<file path="config.mk">
export PLATFORM = sky130hd
export DESIGN_NAME = matmul_result_reader
export DESIGN_NICKNAME = d
export VERILOG_FILES = /design/src/rtl/matmul_result_reader.sv
export SDC_FILE = /design/constraint.sdc
export NUM_CORES = 1
export LEC_CHECK = 0
export ABC_AREA = 0
export BUFFER_PORTS_ARGS = -buffer_cell sky130_fd_sc_hd__buf_4
export CELL_PAD_IN_SITES_DETAIL_PLACEMENT = 1
export CELL_PAD_IN_SITES_GLOBAL_PLACEMENT = 1
export CORE_MARGIN = 5
export CORE_UTILIZATION = 48
export DETAILED_ROUTE_END_ITERATION = 7
export HOLD_SLACK_MARGIN = 0.08
export PLACE_DENSITY = 0.95
export SLEW_MARGIN = 20
export SYNTH_ARGS = -nofsm -noshare
export SYNTH_HDL_FRONTEND = slang
export SYNTH_SLANG_ARGS = --single-unit
</file>
<file path="constraint.sdc">
create_clock -name clk -period 8.5 [get_ports clk]
set_input_delay 0 -clock clk [delete_from_list [all_inputs] [get_ports clk]]
set_output_delay 0 -clock clk [all_outputs]
set_load 0.005 [all_outputs]
</file>
<file path="src/rtl/matmul_result_reader.sv">
// Streams the matmul result matrix out of the engine's result memory as a valid/ready
// stream, tagging row ends and the final element; a 2-entry FWFT FIFO covers read latency.
module matmul_result_reader #(
    parameter int MATRIX_DIM = 32,
    parameter int ACC_WIDTH  = 32,
    parameter int ADDR_WIDTH = 10
) (
    input  logic                  clk,
    input  logic                  rst,
    input  logic                  start,
    output logic                  mem_rd_en,
    output logic [ADDR_WIDTH-1:0] mem_rd_addr,
    input  logic [ACC_WIDTH-1:0]  mem_rd_data,
    output logic                  m_valid,
    input  logic                  m_ready,
    output logic [ACC_WIDTH-1:0]  m_data,
    output logic                  m_row_last,
    output logic                  m_last,
    output logic                  busy,
    output logic                  done,
    output logic [1:0]            state_dbg
);

    // Handshake: a beat transfers on a rising clk edge where m_valid & m_ready; once
    // m_valid is high, m_data/m_row_last/m_last hold until that transfer.

    localparam int CW = (MATRIX_DIM > 1) ? $clog2(MATRIX_DIM) : 1;
    localparam logic [CW-1:0] LAST_IDX = CW'(MATRIX_DIM - 1);

    typedef enum logic [1:0] {
        S_IDLE   = 2'd0,
        S_STREAM = 2'd1,
        S_DONE   = 2'd2
    } state_t;

    state_t                state;
    logic [CW-1:0]         rd_i;
    logic [CW-1:0]         rd_j;
    logic [ADDR_WIDTH-1:0] rd_addr;
    logic                  rd_pending;

    logic                  inflight;
    logic                  inflight_row_last;
    logic                  inflight_last;

    logic [ACC_WIDTH-1:0]  fifo_data     [2];
    logic                  fifo_row_last [2];
    logic                  fifo_last     [2];
    logic                  wr_ptr;
    logic                  rd_ptr;
    logic [1:0]            fifo_count;

    logic                  pop;
    logic                  push;
    logic [2:0]            occupancy;
    logic                  rd_row_last;
    logic                  rd_last;

    assign m_valid     = (fifo_count != 2'd0);
    assign m_data      = fifo_data[rd_ptr];
    assign m_row_last  = fifo_row_last[rd_ptr];
    assign m_last      = fifo_last[rd_ptr];
    assign pop         = m_valid & m_ready;
    assign push        = inflight;
    assign mem_rd_addr = rd_addr;
    assign state_dbg   = state;

    // Credit counts words already in the FIFO plus the one still in the memory pipe;
    // a pop this cycle frees a slot, so backpressure never overflows the 2 entries.
    assign occupancy   = {1'b0, fifo_count} + {2'b00, inflight} - {2'b00, pop};
    assign mem_rd_en   = (state == S_STREAM) && rd_pending && (occupancy < 3'd2);

    assign rd_row_last = (rd_j == LAST_IDX);
    assign rd_last     = rd_row_last && (rd_i == LAST_IDX);

    always_ff @(posedge clk or posedge rst) begin
        if (rst) begin
            state      <= S_IDLE;
            rd_i       <= '0;
            rd_j       <= '0;
            rd_addr    <= '0;
            rd_pending <= 1'b0;
            busy       <= 1'b0;
            done       <= 1'b0;
        end else begin
            case (state)
                S_IDLE: begin
                    done <= 1'b0;
                    if (start) begin
                        state      <= S_STREAM;
                        busy       <= 1'b1;
                        rd_i       <= '0;
                        rd_j       <= '0;
                        rd_addr    <= '0;
                        rd_pending <= 1'b1;
                    end
                end
                S_STREAM: begin
                    if (mem_rd_en) begin
                        // The final address leaves the counters parked rather than wrapping.
                        if (rd_last) begin
                            rd_pending <= 1'b0;
                        end else begin
                            rd_addr <= rd_addr + ADDR_WIDTH'(1);
                            if (rd_row_last) begin
                                rd_j <= '0;
                                rd_i <= rd_i + CW'(1);
                            end else begin
                                rd_j <= rd_j + CW'(1);
                            end
                        end
                    end
                    if (pop && m_last) begin
                        state <= S_DONE;
                        busy  <= 1'b0;
                        done  <= 1'b1;
                    end
                end
                S_DONE: begin
                    state <= S_IDLE;
                    done  <= 1'b0;
                end
                default: begin
                    state <= S_IDLE;
                    busy  <= 1'b0;
                    done  <= 1'b0;
                end
            endcase
        end
    end

    always_ff @(posedge clk or posedge rst) begin
        if (rst) begin
            inflight          <= 1'b0;
            inflight_row_last <= 1'b0;
            inflight_last     <= 1'b0;
            wr_ptr            <= 1'b0;
            rd_ptr            <= 1'b0;
            fifo_count        <= 2'd0;
            for (int k = 0; k < 2; k++) begin
                fifo_data[k]     <= '0;
                fifo_row_last[k] <= 1'b0;
                fifo_last[k]     <= 1'b0;
            end
        end else begin
            inflight          <= mem_rd_en;
            inflight_row_last <= mem_rd_en & rd_row_last;
            inflight_last     <= mem_rd_en & rd_last;
            if (push) begin
                fifo_data[wr_ptr]     <= mem_rd_data;
                fifo_row_last[wr_ptr] <= inflight_row_last;
                fifo_last[wr_ptr]     <= inflight_last;
                wr_ptr                <= ~wr_ptr;
            end
            if (pop) begin
                rd_ptr <= ~rd_ptr;
            end
            fifo_count <= fifo_count + {1'b0, push} - {1'b0, pop};
        end
    end

endmodule

</file>
# [Yosys cells after proc, flatten, opt, wreduce, memory -nomap -nowiden]
# Cells that the tools add are included.
[classes] mux=40 order_cmp=4 n_eq_ne=10 bitwise_logic=8 mul=0 n_addsub=7 n_reduce_logical=13 div=0 n_shift=0
[op_table] op="2-to-1 mux 32 bit" count=4
[op_table] op="bitwise mux 64 bit" count=1
[op_table] op="2-to-1 mux 5 bit" count=7
[op_table] op="demux 32 bit (select 1 bit)" count=1
[op_table] op="2-to-1 mux 10 bit" count=3
[op_table] op="case mux 10 bit (2 select lines)" count=1
[op_table] op="case mux 5 bit (2 select lines)" count=2
[op_table] op="2-to-1 mux 1 bit" count=13
[op_table] op="adder 10 x 1 -> 10 bit, second input constant" count=1
[op_table] op="adder 5 x 1 -> 5 bit, second input constant" count=2
[op_table] op="equality test 5 bit, second input constant" count=2
[op_table] op="!= test 2 bit, second input constant" count=5
[op_table] op="AND reduction 4 bit" count=2
[op_table] op="logical AND 1 bit" count=5
[op_table] op="AND reduction 5 bit" count=1
[op_table] op="bitwise mux 2 bit" count=2
[op_table] op=">= comparator 2 bit, second input constant" count=2
[op_table] op="2-to-1 mux 2 bit" count=2
[op_table] op="NOT 1 -> 2 bit" count=2
[op_table] op="case mux 2 bit (2 select lines)" count=1
[op_table] op="nonzero test 2 bit" count=2
[op_table] op="adder 2 x 1 -> 3 bit" count=1
[op_table] op="AND 1 bit" count=3
[op_table] op="less-than comparator 3 x 2 -> 1 bit, second input constant" count=1
[op_table] op="other kinds (14)" count=16
[totals] latchBits=0 inputBits=36 regBits=100 ram_bits=0 rom_bits=0 mem_count=0

# [Longest topological paths before layout]
[logic_depth] ltp_word=7 ltp_mapped=10 ltp_nobuf=9

# [Worst setup path before layout]
# OpenSTA, ideal clock, no wires.
[synth_timing] path_kind="register to register" start="register fifo_count[1]" end="register rd_addr[6], in the netlist mem_rd_addr[6]" t_required_ns=8.431 slack_ns=5.852 setup_ns=0.069 path_stages_with_launch=11 period_less_slack_ns=2.648 arrival_time_ns=2.579 path_cell_list="dfrtp_1 -> o21a_1 -> ha_1 -> inv_1 -> ha_1 -> fa_1 -> and2b_1 -> nand2_2 -> buf_6 -> or4b_1 -> nand3_1"
[synth_via] elab_chain_cells=7 word_cells_on_any_way=8 classes_between="add/sub: 2; order compare: 1; eq/ne: 1; bitwise: 1; reduce/logical: 3"
[synth_rtl] element="start, declared" line="51" text="logic [1:0] fifo_count;"
[synth_rtl] element="start signal, assigned" line="158" text="fifo_count <= fifo_count + {1'b0, push} - {1'b0, pop};"
[synth_rtl] element="nonzero test 2 bit" line="59" text="assign m_valid = (fifo_count != 2'd0);"
[synth_rtl] element="AND 1 bit" line="63" text="assign pop = m_valid & m_ready;"
[synth_rtl] element="named net pop" line="53" text="logic pop;"
[synth_rtl] element="subtractor 3 x 1 -> 3 bit" line="70" text="assign occupancy = {1'b0, fifo_count} + {2'b00, inflight} - {2'b00, pop};"
[synth_rtl] element="named net occupancy[1]" line="55" text="logic [2:0] occupancy;"
[synth_rtl] element="less-than comparator 3 x 2 -> 1 bit" line="71" text="assign mem_rd_en = (state == S_STREAM) && rd_pending && (occupancy < 3'd2);"
[synth_rtl] element="logical AND 1 bit" line="71"
[synth_rtl] element="!= test 2 bit (no source line)"
[synth_rtl] element="AND reduction 4 bit (no source line)"
[synth_rtl] element="end signal, assigned" line="104" text="rd_addr <= rd_addr + ADDR_WIDTH'(1);"
[synth_rtl] element="end, declared" line="39" text="logic [ADDR_WIDTH-1:0] rd_addr;"
# The timed path passes the listed nets, and every way through them passes these cells.
# A chain may end at the register's enable or synchronous reset.

# [Worst setup path after layout]
[layout_timing] start="register fifo_count[1]" end="output mem_rd_en"
[layout_via] elab_chain_cells=5 word_cells_on_any_way=6 classes_between="add/sub: 2; order compare: 1; bitwise: 1; reduce/logical: 2"
[layout_rtl] element="nonzero test 2 bit" line="59"
[layout_rtl] element="AND 1 bit" line="63"
[layout_rtl] element="named net pop" line="53"
[layout_rtl] element="subtractor 3 x 1 -> 3 bit" line="70"
[layout_rtl] element="named net occupancy[1]" line="55"
[layout_rtl] element="less-than comparator 3 x 2 -> 1 bit" line="71"
[layout_rtl] element="logical AND 1 bit" line="71"
[layout_rtl] element="end, declared" line="11" text="output logic mem_rd_en,"
# The timed path passes the listed nets, and every way through them passes these cells.

==> metrics.yaml <==
status:
  outcome: "finished clean"
cells_and_area:
  antenna_cells: 0
  fillers: 917
  multi_input_area_mm2: 0.00196
  drive_gt1_frac: 0.461
  stdcell_area_mm2: 0.00588
  area_growth_pct: 28.9
  post_layout_nonfiller_instances: 595
  finalNetCount: 505
  ff_latch_area_mm2: 0.00250
clock_network:
  ctsResizeCount: 0
  cts_sinks: 100
  clk_pin_slew_ns: 0.09
  h-tree-depth: 3
  cts_tree: "yes"
  clock_latency_ns: 0.36
  clock_path_buffers: 2
  cts_buffers: 9
  ctsRootBufferMaster: "clkbuf_8"
die:
  rows: 35
  fp.dieW_um: 107
  io_pins: 86
  fp.coreArea_mm2: 0.00924
  chipHeight_um: 107
  start_util: 0.493
  fp.dieArea_mm2: 0.0115
synth:
  synth.net_count: 388
  synth-main-ff-cell: "dfrtp_1"
  yosysWarningCount: 0
  synth_area_per_cell_um2: 13.3
  synth_cell_types: 45
  syn_inst: 344
  ys_seq_elements: 100
  synth_async_sr_flop_share: 1.00
  ys_seq_area_frac: 0.549
  synth_enable_flop_cells: 0
  synth_area_mm2: 0.00456
sta:
  timing.final.ws_setup_ns: 5.40
  drv_slew: 0
  period_share: 0.365
  min_period_ns: 3.10
  fmax_mhz: 322
  tns_ns: 0
  fin_skew_ns: 0.0190
  setup_viol: 0
  grt_setup_unrepaired: "false"
  tightest_slew_ns: 1.02
  hold-worst-slack_ns: 0.120
  final_hold_viol_count: 0
  slew_headroom: 0.315
place:
  pre_cts_slack_ns: 5.52
  dpl.hpwl_um: 8010
  place_area_mm2: 0.00532
  gp_congestion: 0.830
  io_buffer_count: 85
  post-place-cells: 545
global_route:
  grt_pass1_vias: 3888
  antenna_found_initial: 0
  grt_util_all_layers: 0.253
  grt_pass1_wl_um: 22500
  overflow: 0
  grt_max_degree: 79
routing:
  vias: 3304
  finalWirelength_um: 14000
  drt_iter0_markers: 187
  drc_errors: 0
  vias_per_cell: 5.55
  drtPass1Iterations: 5
  ant_nets: 0
  wl_per_cell_um: 23.6
power:
  p_leak_nw: 2.66
  vdd_ir_drop_max_v: 0.000141
  powerDensity_mw_per_mm2: 367
worst_setup_path:
  crit_arrival_ns: 3.10
  cp-start-kind: "flip-flop"
  crit_fanout: 11
  crit_chain: "o21a_1, ha_1, inv_1, ha_1, fa_1, and2b_1, nand2_2, nor2_1, buf_4"
  critPathBufInv: 2
  critPathSlowestCell: "fa_1"
  path_class: "flip-flop to output port"
  cp_top_family: "adder cells"
  worst_setup_path_end_kind: "output port"
  cp_common_cell: "ha_1"
  crit_required_ns: 8.50
  max_stage_delay_ns: 0.49
run:
  maxCapViolations: 0
worst_hold_path:
  hold_class: "input pin to flip-flop"
-- registers in the layout, summed over array words and instances, names as in the netlist --
signal,count
busy,1
done,1
fifo_count,2
fifo_data,64
fifo_last,2
fifo_row_last,2
inflight,1
inflight_last,1
inflight_row_last,1
mem_rd_addr,10
rd_i,5
rd_j,5
rd_pending,1
rd_ptr,1
state_dbg,2
wr_ptr,1
-- metal layers --
metal  GRT usage  share of wire  vias to the layer above
met4      0.0803          0.029                        0
met5           0              0                        -
met3      0.0438          0.043                       24
met1       0.305           0.41                     1688
met2       0.458           0.52                      106
li1            -              -                     1486
-- where the power goes --
group | switching, W | internal, W | leakage, nW
clock | 0.000181 | 0.000157 | 0.106
sequential | 0.000149 | 0.000671 | 1.21
combinational | 0.000450 | 0.000548 | 1.34
-- cell type report --
| class | instances | area share |
|---|---|---|
| tap | 129 | 0.0275 |
| clock inverter | 5 | 0.0115 |
| multi-input combinational | 221 | 0.334 |
| clock buffer | 11 | 0.0258 |
| sequential | 100 | 0.426 |
| timing repair buffer | 122 | 0.170 |
| inverter | 7 | 0.00490 |
-- synth_stat cells, types with 2 or more instances --
master      n  area share
mux2_2    104        0.26
dfrtp_1   100        0.55
nand2_1    16       0.013
nor2_1     12      0.0099
clkbuf_1    9      0.0074
nand3_1     9      0.0099
ha_1        7       0.019
inv_1       7      0.0058
a22o_1      6       0.012
a21oi_1     5      0.0055
o211ai_1    5      0.0082
or4_1       5      0.0082
buf_2       4      0.0044
nand4_1     4      0.0055
nor2b_1     4      0.0055
o21ai_0     4      0.0044
o311ai_0    4      0.0077
a31oi_1     3      0.0041
nand2b_1    3      0.0041
nor3_1      3      0.0033
o31ai_1     3      0.0049
and3_1      2      0.0027
buf_1       2      0.0016
xor2_1      2      0.0038
-- worst register-to-register path: stages (launching register included) --
cell,delay [ns]
dfrtp_1,0.47
o21a_1,0.27
ha_1,0.30
inv_1,0.04
ha_1,0.18
fa_1,0.49
nand2b_1,0.19
o21ai_0,0.40
nand2_1,0.25
mux2_2,0.33
-- through the flow --
stage	utilization	power, W
5_1_grt	0.636	0.00228
6_report	0.636	0.00216
3_3_place_gp	0.575	0.00167
2_1_floorplan	-	0.00136
4_1_cts	0.636	0.00210
3_5_place_dp	0.575	0.00175
-- logic make-up after synthesis --
group	after synthesis	synth area share
fa+ha+maj	8	0.0236
simple gates	67	0.0785
mux	104	0.257
compound gates	38	0.0609
xor+xnor	4	0.00933
buf+inv	23	0.0217
flops	100	0.549
-- cell usage in the layout (no fill, tap or decap), types with 2 or more instances in the layout --
cell | Yosys | routed
and3_1 | 2 | 2
nand4_1 | 4 | 4
nor2_1 | 12 | 12
inv_8 | 0 | 2
ha_1 | 7 | 7
clkinvlp_4 | 0 | 2
nor2b_1 | 4 | 3
or4_1 | 5 | 5
o311ai_0 | 4 | 4
nand2b_1 | 3 | 3
buf_4 | 0 | 88
nor3_1 | 3 | 3
a22o_1 | 6 | 6
nand3_1 | 9 | 9
a21oi_1 | 5 | 5
a31oi_1 | 3 | 3
clkbuf_8 | 0 | 11
xor2_1 | 2 | 2
o211ai_1 | 5 | 5
mux2_2 | 104 | 104
nand2_1 | 16 | 16
o21ai_0 | 4 | 4
dlygate4sd3_1 | 0 | 34
inv_1 | 7 | 6
dfrtp_1 | 100 | 100
o31ai_1 | 3 | 3
-- final timing paths --
check | startpoint | end | slack, ns | cells past startpoint
setup / recovery | fifo_count[1] | mem_rd_en | 5.40 | 9
hold / removal | start | busy | 0.12 | 4
setup reg to reg | fifo_count[1] | mem_rd_addr[0] | 5.49 | 9
hold reg to reg | fifo_last[1] | fifo_last[1] | 0.52 | 1
max in group asynchronous | rst | rd_i[0] | 7.07 | 4
min in group asynchronous | rst | mem_rd_addr[3] | 0.15 | 3
-- repair_timing --
item / CTS / global route
hold endpoints to repair: 87 / 0
buffers inserted: 0 / 0
hold buffers: 34 / 0
(Power assumes the default switching activity.)
